--- src/rtl/vrat_ckpt_rename.sv ---
`default_nettype none
// ============================================================================
// vrat_ckpt_rename: vector register alias table with a circular free list and
// a ring of map checkpoints for single-cycle squash.
// Optional build macro: CELLRV32_VRAT_ERR_EN (sticky protocol-error flag).
// Revision: 1.0
// ============================================================================
module vrat_ckpt_rename #(
    parameter int ARCH_REGS  = 32,
    parameter int PHYS_REGS  = 64,
    parameter int READ_PORTS = 3,
    parameter int CKPT_DEPTH = 4
) (
    input  logic                                     clk_i,
    input  logic                                     rst_i,
    input  logic                                     reconfigure_i,
    output logic                                     busy_o,
    input  logic [READ_PORTS*$clog2(ARCH_REGS)-1:0]  rd_addr_i,
    output logic [READ_PORTS*$clog2(PHYS_REGS)-1:0]  rd_data_o,
    output logic [READ_PORTS-1:0]                    rd_remapped_o,
    input  logic                                     ren_valid_i,
    output logic                                     ren_ready_o,
    input  logic [$clog2(ARCH_REGS)-1:0]             ren_arch_i,
    output logic [$clog2(PHYS_REGS)-1:0]             ren_phys_o,
    output logic [$clog2(PHYS_REGS)-1:0]             ren_old_phys_o,
    input  logic                                     free_valid_i,
    input  logic [$clog2(PHYS_REGS)-1:0]             free_phys_i,
    input  logic                                     ckpt_take_i,
    output logic [$clog2(CKPT_DEPTH)-1:0]            ckpt_id_o,
    output logic                                     ckpt_full_o,
    input  logic                                     ckpt_release_i,
    input  logic                                     restore_i,
    input  logic [$clog2(CKPT_DEPTH)-1:0]            restore_id_i,
    output logic                                     err_o
);

    localparam int AW       = $clog2(ARCH_REGS);
    localparam int PW       = $clog2(PHYS_REGS);
    localparam int FL_DEPTH = PHYS_REGS - ARCH_REGS;
    localparam int FLW      = (FL_DEPTH > 1) ? $clog2(FL_DEPTH) : 1;
    localparam int CNTW     = $clog2(FL_DEPTH + 1);
    localparam int CW       = $clog2(CKPT_DEPTH);

    typedef enum logic [0:0] {
        IDLE   = 1'b0,
        REINIT = 1'b1
    } state_t;

    state_t                 state_q, state_d;
    logic [FLW-1:0]         init_idx_q;

    logic [PW-1:0]          map_q [ARCH_REGS];
    logic [ARCH_REGS-1:0]   remapped_q;
    logic [PW-1:0]          fl_q [FL_DEPTH];
    logic [FLW-1:0]         head_q, tail_q;
    logic [CNTW-1:0]        count_q;

    logic [PW-1:0]          ck_map  [CKPT_DEPTH][ARCH_REGS];
    logic [ARCH_REGS-1:0]   ck_rmp  [CKPT_DEPTH];
    logic [FLW-1:0]         ck_head [CKPT_DEPTH];
    logic [CW-1:0]          wr_ptr_q, rd_ptr_q;
    logic [CW:0]            occ_q;

    logic                   busy, active, start_reinit, init_last;
    logic                   do_restore, ren_fire, free_fire, take_fire, rel_fire;
    logic [FLW-1:0]         saved_head;
    logic [CNTW-1:0]        head_dist;

    function automatic logic [FLW-1:0] fl_inc(input logic [FLW-1:0] p);
        return (p == FLW'(FL_DEPTH - 1)) ? '0 : p + FLW'(1);
    endfunction

    assign busy         = (state_q == REINIT);
    assign busy_o       = busy;
    assign start_reinit = reconfigure_i & ~busy;
    assign active       = ~busy & ~reconfigure_i;
    assign init_last    = (init_idx_q == FLW'(FL_DEPTH - 1));

    assign do_restore   = active & restore_i;
    assign ren_ready_o  = (count_q != '0) & active & ~restore_i;
    assign ren_fire     = ren_valid_i & ren_ready_o;
    assign ckpt_full_o  = (occ_q == (CW+1)'(CKPT_DEPTH));
    assign ckpt_id_o    = wr_ptr_q;
    assign rel_fire     = ckpt_release_i & active & ~restore_i & (occ_q != '0);
    // A coinciding release frees the oldest slot, so a full ring can still take.
    assign take_fire    = ckpt_take_i & active & ~restore_i & (~ckpt_full_o | rel_fire);
`ifdef CELLRV32_VRAT_ERR_EN
    assign free_fire    = free_valid_i & active & (count_q != CNTW'(FL_DEPTH));
`else
    assign free_fire    = free_valid_i & active;
`endif

    assign ren_phys_o     = fl_q[head_q];
    assign ren_old_phys_o = map_q[ren_arch_i];

    // Tags handed out since the checkpoint go back to the free list on restore.
    assign saved_head = ck_head[restore_id_i];
    assign head_dist  = (head_q >= saved_head) ? CNTW'(head_q - saved_head)
                                               : CNTW'(FL_DEPTH) - CNTW'(saved_head - head_q);

    generate
        for (genvar g = 0; g < READ_PORTS; g++) begin : g_rd
            assign rd_data_o[g*PW +: PW] = map_q[rd_addr_i[g*AW +: AW]];
            assign rd_remapped_o[g]      = remapped_q[rd_addr_i[g*AW +: AW]];
        end
    endgenerate

    always_ff @(posedge clk_i or posedge rst_i) begin
        if (rst_i) begin
            state_q <= IDLE;
        end else begin
            state_q <= state_d;
        end
    end

    always_comb begin
        state_d = state_q;
        case (state_q)
            IDLE:    if (reconfigure_i) state_d = REINIT;
            REINIT:  if (init_last)     state_d = IDLE;
            default: state_d = IDLE;
        endcase
    end

    always_ff @(posedge clk_i or posedge rst_i) begin
        if (rst_i) begin
            for (int i = 0; i < ARCH_REGS; i++) map_q[i] <= PW'(i);
            for (int k = 0; k < FL_DEPTH; k++)  fl_q[k]  <= PW'(ARCH_REGS + k);
            remapped_q <= '0;
            head_q     <= '0;
            tail_q     <= '0;
            count_q    <= CNTW'(FL_DEPTH);
            wr_ptr_q   <= '0;
            rd_ptr_q   <= '0;
            occ_q      <= '0;
            init_idx_q <= '0;
        end else if (start_reinit) begin
            for (int i = 0; i < ARCH_REGS; i++) map_q[i] <= PW'(i);
            remapped_q <= '0;
            wr_ptr_q   <= '0;
            rd_ptr_q   <= '0;
            occ_q      <= '0;
            init_idx_q <= '0;
        end else if (busy) begin
            fl_q[init_idx_q] <= PW'(ARCH_REGS) + PW'(init_idx_q);
            init_idx_q       <= init_idx_q + FLW'(1);
            if (init_last) begin
                head_q  <= '0;
                tail_q  <= '0;
                count_q <= CNTW'(FL_DEPTH);
            end
        end else begin
            if (free_fire) begin
                fl_q[tail_q] <= free_phys_i;
                tail_q       <= fl_inc(tail_q);
            end
            if (do_restore) begin
                map_q      <= ck_map[restore_id_i];
                remapped_q <= ck_rmp[restore_id_i];
                head_q     <= saved_head;
                count_q    <= count_q + head_dist + CNTW'(free_fire);
                wr_ptr_q   <= restore_id_i + CW'(1);
                occ_q      <= {1'b0, CW'(restore_id_i - rd_ptr_q)} + (CW+1)'(1);
            end else begin
                if (ren_fire) begin
                    map_q[ren_arch_i]      <= fl_q[head_q];
                    remapped_q[ren_arch_i] <= 1'b1;
                    head_q                 <= fl_inc(head_q);
                end
                count_q  <= count_q + CNTW'(free_fire) - CNTW'(ren_fire);
                if (take_fire) wr_ptr_q <= wr_ptr_q + CW'(1);
                if (rel_fire)  rd_ptr_q <= rd_ptr_q + CW'(1);
                occ_q    <= occ_q + (CW+1)'(take_fire) - (CW+1)'(rel_fire);
            end
        end
    end

    // Snapshot holds start-of-cycle state; a same-cycle rename is younger.
    always_ff @(posedge clk_i) begin
        if (take_fire) begin
            ck_map[wr_ptr_q]  <= map_q;
            ck_rmp[wr_ptr_q]  <= remapped_q;
            ck_head[wr_ptr_q] <= head_q;
        end
    end

`ifdef CELLRV32_VRAT_ERR_EN
    logic        err_q;
    logic        restore_live;
    logic [CW:0] restore_age;

    assign restore_age  = {1'b0, CW'(restore_id_i - rd_ptr_q)};
    assign restore_live = (occ_q != '0) && (restore_age < occ_q);

    always_ff @(posedge clk_i or posedge rst_i) begin
        if (rst_i) begin
            err_q <= 1'b0;
        end else if ((free_valid_i & active & (count_q == CNTW'(FL_DEPTH)))
                   | (do_restore & ~restore_live)
                   | (ckpt_release_i & active & ~restore_i & (occ_q == '0))) begin
            err_q <= 1'b1;
        end
    end
    assign err_o = err_q;
`else
    assign err_o = 1'b0;
`endif

endmodule
`default_nettype wire

--- config.mk ---
export PLATFORM = sky130hd
export DESIGN_NAME = vrat_ckpt_rename
export DESIGN_NICKNAME = d
export VERILOG_FILES = /design/src/rtl/vrat_ckpt_rename.sv
export SDC_FILE = /design/constraint.sdc
export NUM_CORES = 2
export LEC_CHECK = 0
export BUFFER_PORTS_ARGS = -buffer_cell sky130_fd_sc_hd__buf_2
export CAP_MARGIN = 0
export CORE_UTILIZATION = 55
export CTS_BUF_LIST = sky130_fd_sc_hd__clkbuf_2
export CTS_CLUSTER_SIZE = 10
export DETAILED_ROUTE_END_ITERATION = 8
export GPL_TIMING_DRIVEN = 0
export PLACE_DENSITY = 0.74
export SYNTH_ARGS = -nofsm -noshare
export SYNTH_HDL_FRONTEND = slang
export SYNTH_SLANG_ARGS = --single-unit
--- constraint.sdc ---
create_clock -name clk_i -period 22.7 [get_ports clk_i]
set_input_delay 2.27 -clock clk_i [delete_from_list [all_inputs] [get_ports clk_i]]
set_output_delay 2.27 -clock clk_i [all_outputs]
set_load 0.05 [all_outputs]
==> run_results.csv <==
group,metric,value,unit
power,p_per_area,114,nW/um^2
drt,antenna_left,0,
min_path,holdPathEnd,"fl_q[135]$_DFFE_PP1P_",
global_route,grt_pass1_wl,294000,microns
setup_path,critPathCaptureType,"primary output",
drt,post_drt_wl_per_cell,33.8,microns
setup_path,startpoint_type,"input port",
setup_path,max_stage_delay,970,ps
drt,route.final.wire_length,207000,microns
run_status,violations,"capacitance limit, slew limit",
yosys,synth_enable_flop_cells,916,
global_route,gr-total-overflow,0,
power,ir_drop,0.0903,mV
cts,postCtsSetupBuffers,0,
power,p_leak,0.0245,uW
drt,viasPerCell,7.07,
cts,clkTransAtPathRegs,100,ps
timing,setup-violations-final,0,
drt,dr_total_vias,43300,
place,port_buffers,59,
setup_path,cp.arrival,5430,ps
yosys,yosysMostFrequentCell,"edfxtp_1",
timing,hold_viol,0,
timing,rsz0062_at_grt,"no",
yosys,synthTopCellsByCount,"edfxtp_1 (916), mux4_2 (527), nor2_1 (283)",
timing,period_share,33.9,%
setup_path,path_cells,"clkbuf_1 -> clkbuf_1 -> mux4_2 -> mux4_2 -> mux2_2 -> buf_2",
yosys,synthFlopType,"edfxtp_1",
cells_and_area,final_cell_area,68600,sq um
yosys,synth_top_area_cell,"edfxtp_1",
setup_path,reg2reg_from,"busy_o$_DFF_PP0_",
cts,cts_buffer_depth,4,
run_status,status,"complete, but fails checks",
setup_path,worst-r2r-cell-count,11,
die,die-height,338,microns
cts,clkLatencyLatePin,1670,ps
global_route,antenna_found_initial,13,
setup_path,r2r-end,"ck_map[0][121]$_DFFE_PP_",
job,drv_cap,1,
timing,fmax,0.130,GHz
cells_and_area,multi_input_area,21600,sq um
timing,maxSlewViolCount,11,
die,die_x,338,microns
setup_path,crit_buf_inv,3,
cells_and_area,regArea,38900,sq um
yosys,syn-cell-area,62000,sq um
cells_and_area,drive_gt1_share,34.1,%
timing,max_slew_margin,-1.67,%
yosys,synthTopCellsByArea,"edfxtp_1 (44%), mux4_2 (19%), dfrtp_1 (10%)",
cells_and_area,fin_util,61.6,%
yosys,synthArstFlopShare,32.7,%
die,core_area,111000,sq um
min_path,hold_path_depth,2,
die,rows,122,
global_route,grt_max_degree,129,
timing,tightest_slew,1530,ps
cts,holdBufCountCts,0,
timing,skew,158,ps
cts,cts_root_buf,"clkbuf_2",
global_route,grt.total_usage,36.8,%
yosys,synth-seq-area-share,62.7,%
yosys,syn_nets,3940,
yosys,ys_types,74,
cts,cts_max_level,5,
yosys,synth.ff_latch_count,1361,
timing,period_needed,7700,ps
die,initial_core_util,55.8,%
setup_path,crit_path_max_fanout,10,
drt,drcViolationCount,0,
cts,cts_sinks,1361,
place,dpl.hpwl,145000,microns
die,dieArea,114000,sq um
yosys,synth_top_area_share,44.3,%
setup_path,cp_top_family,"buffers and inverters",
min_path,min_from,"fl_q[135]$_DFFE_PP1P_",
yosys,ys_warn_count,0,
cts,cts_buffers,347,
cts,ctsResizeCount,0,
global_route,grt_pass1_vias,42400,
setup_path,r2r_setup_slack,18510,ps
min_path,min_path_type,"flip-flop to flip-flop",
cells_and_area,nets,4423,
cts,cts_tree,"built",
drt,drt-initial-drc-count,6548,
place,gp_congestion,1.07,
setup_path,crit_required,20430,ps
setup_path,path_class,"input port to primary output",
setup_path,worst_path_max_delay_cell,"clkbuf_1",
place,place_area,65300,sq um
cells_and_area,num-fill-cells,8218,
yosys,syn_inst,3866,
yosys,avgSynthCellArea,16.0,sq um
die,num_io_pins,75,
drt,dr.pass1.iters,7,
cells_and_area,area_delta_synth_final,10.5,%
-- registers in the layout, indices dropped and copies added (netlist names) --
name        flops
head_q          5
ck_map        768
map_q         192
ckpt_id_o       2
fl_q          192
ck_head        20
rd_ptr_q        2
tail_q          5
busy_o          1
remapped_q     32
init_idx_q      5
ck_rmp        128
occ_q           3
count_q         6
-- power by group --
group          switching [uW]  internal, uW  leakage [uW]  total (uW)
sequential                669          3260        0.0136        3930
clock                    1010           708       0.00250        1720
combinational            1320           841       0.00840        2160
-- layer usage --
metal | global-route usage, % | vias to the layer above | part of all wire, %
met3 | 13.4 | 755 | 15
met5 | 0 | - | 0.026
met1 | 48.2 | 21900 | 34
met4 | 22.1 | 8 | 6.9
met2 | 52.8 | 3763 | 44
li1 | - | 16900 | -
-- worst reg2reg max path: stages, from the launching register on --
cell      delay (ps)
dfrtp_1          480
or3_4            460
a211oi_1         480
nor2_1           130
or3_1            410
nor3_2           600
buf_6            270
buf_8            180
buf_6            200
buf_6            190
buf_6            190
buf_8            170
-- cells in the final DEF (no fill, tap or decap), drive strengths merged, types with 6 or more instances in the layout --
cell	instances
xnor2	10
nor2b	6
nor2	288
a32o	48
inv	109
dfrtp	252
nand2b	9
bufinv	7
buf	238
a32oi	23
o211ai	11
mux2i	28
a221o	16
a211oi	19
dfstp	193
edfxtp	916
ha	33
mux2	30
diode	13
and3	6
o21ai	238
a22oi	147
a31oi	13
clkbuf	719
a21oi	206
o221a	13
o32ai	37
or3	7
nand2	201
xor2	7
mux4	529
clkinv	72
nor3	28
o22ai	28
a221oi	35
nand4	7
o31ai	9
nand3b	11
nand3	28
-- stage by stage --
step	hold slack (ps)	cells	power [uW]	setup WS (ps)	TNS [ps]
4_1_cts	477	6112	7700	15180	0
3_3_place_gp	457	5413	5940	-10370	-4725590
6_report	474	6125	7810	15000	0
2_1_floorplan	445	3866	4990	2860	0
5_1_grt	494	6117	8030	15110	0
3_5_place_dp	461	5488	6000	15160	0
-- final cells by class --
type	count	share of cell area (%)
Antenna cell	13	0.0474
Buffer	282	1.77
Clock buffer	541	3.95
Clock inverter	83	0.768
Inverter	107	0.602
Multi-Input combinational cell	2116	31.5
Sequential cell	1361	56.7
Tap cell	1488	2.71
Timing Repair Buffer	134	2.01
-- how the worst max path moves through the flow --
stage                              from                      end  slack (ps)  cells past startpoint
after detailed placement  rd_addr_i[11]            rd_data_o[17]       15160                      6
after global placement        restore_i  ck_rmp[0][14]$_DFFE_PP_      -10370                      6
after floorplan               restore_i  ck_head[0][0]$_DFFE_PP_        2860                      5
after CTS                 rd_addr_i[11]            rd_data_o[17]       15180                      6
after global routing      rd_addr_i[11]            rd_data_o[17]       15110                      6
final                     rd_addr_i[11]            rd_data_o[17]       15000                      6
-- kinds of logic (layout without fill, tap and decap cells) --
kind of cell / Yosys count / count (layout) / share of synthesized area (%)
compound gates: 864 / 864 / 9.14
xor+xnor: 18 / 18 / 0.276
fa+ha+maj: 38 / 38 / 0.827
buf+inv: 389 / 1147 / 2.61
flops: 1361 / 1361 / 62.7
mux: 587 / 587 / 20.2
other cells: 1 / 14 / 0.00604
simple gates: 608 / 608 / 4.25
(Power assumes the default switching activity.)
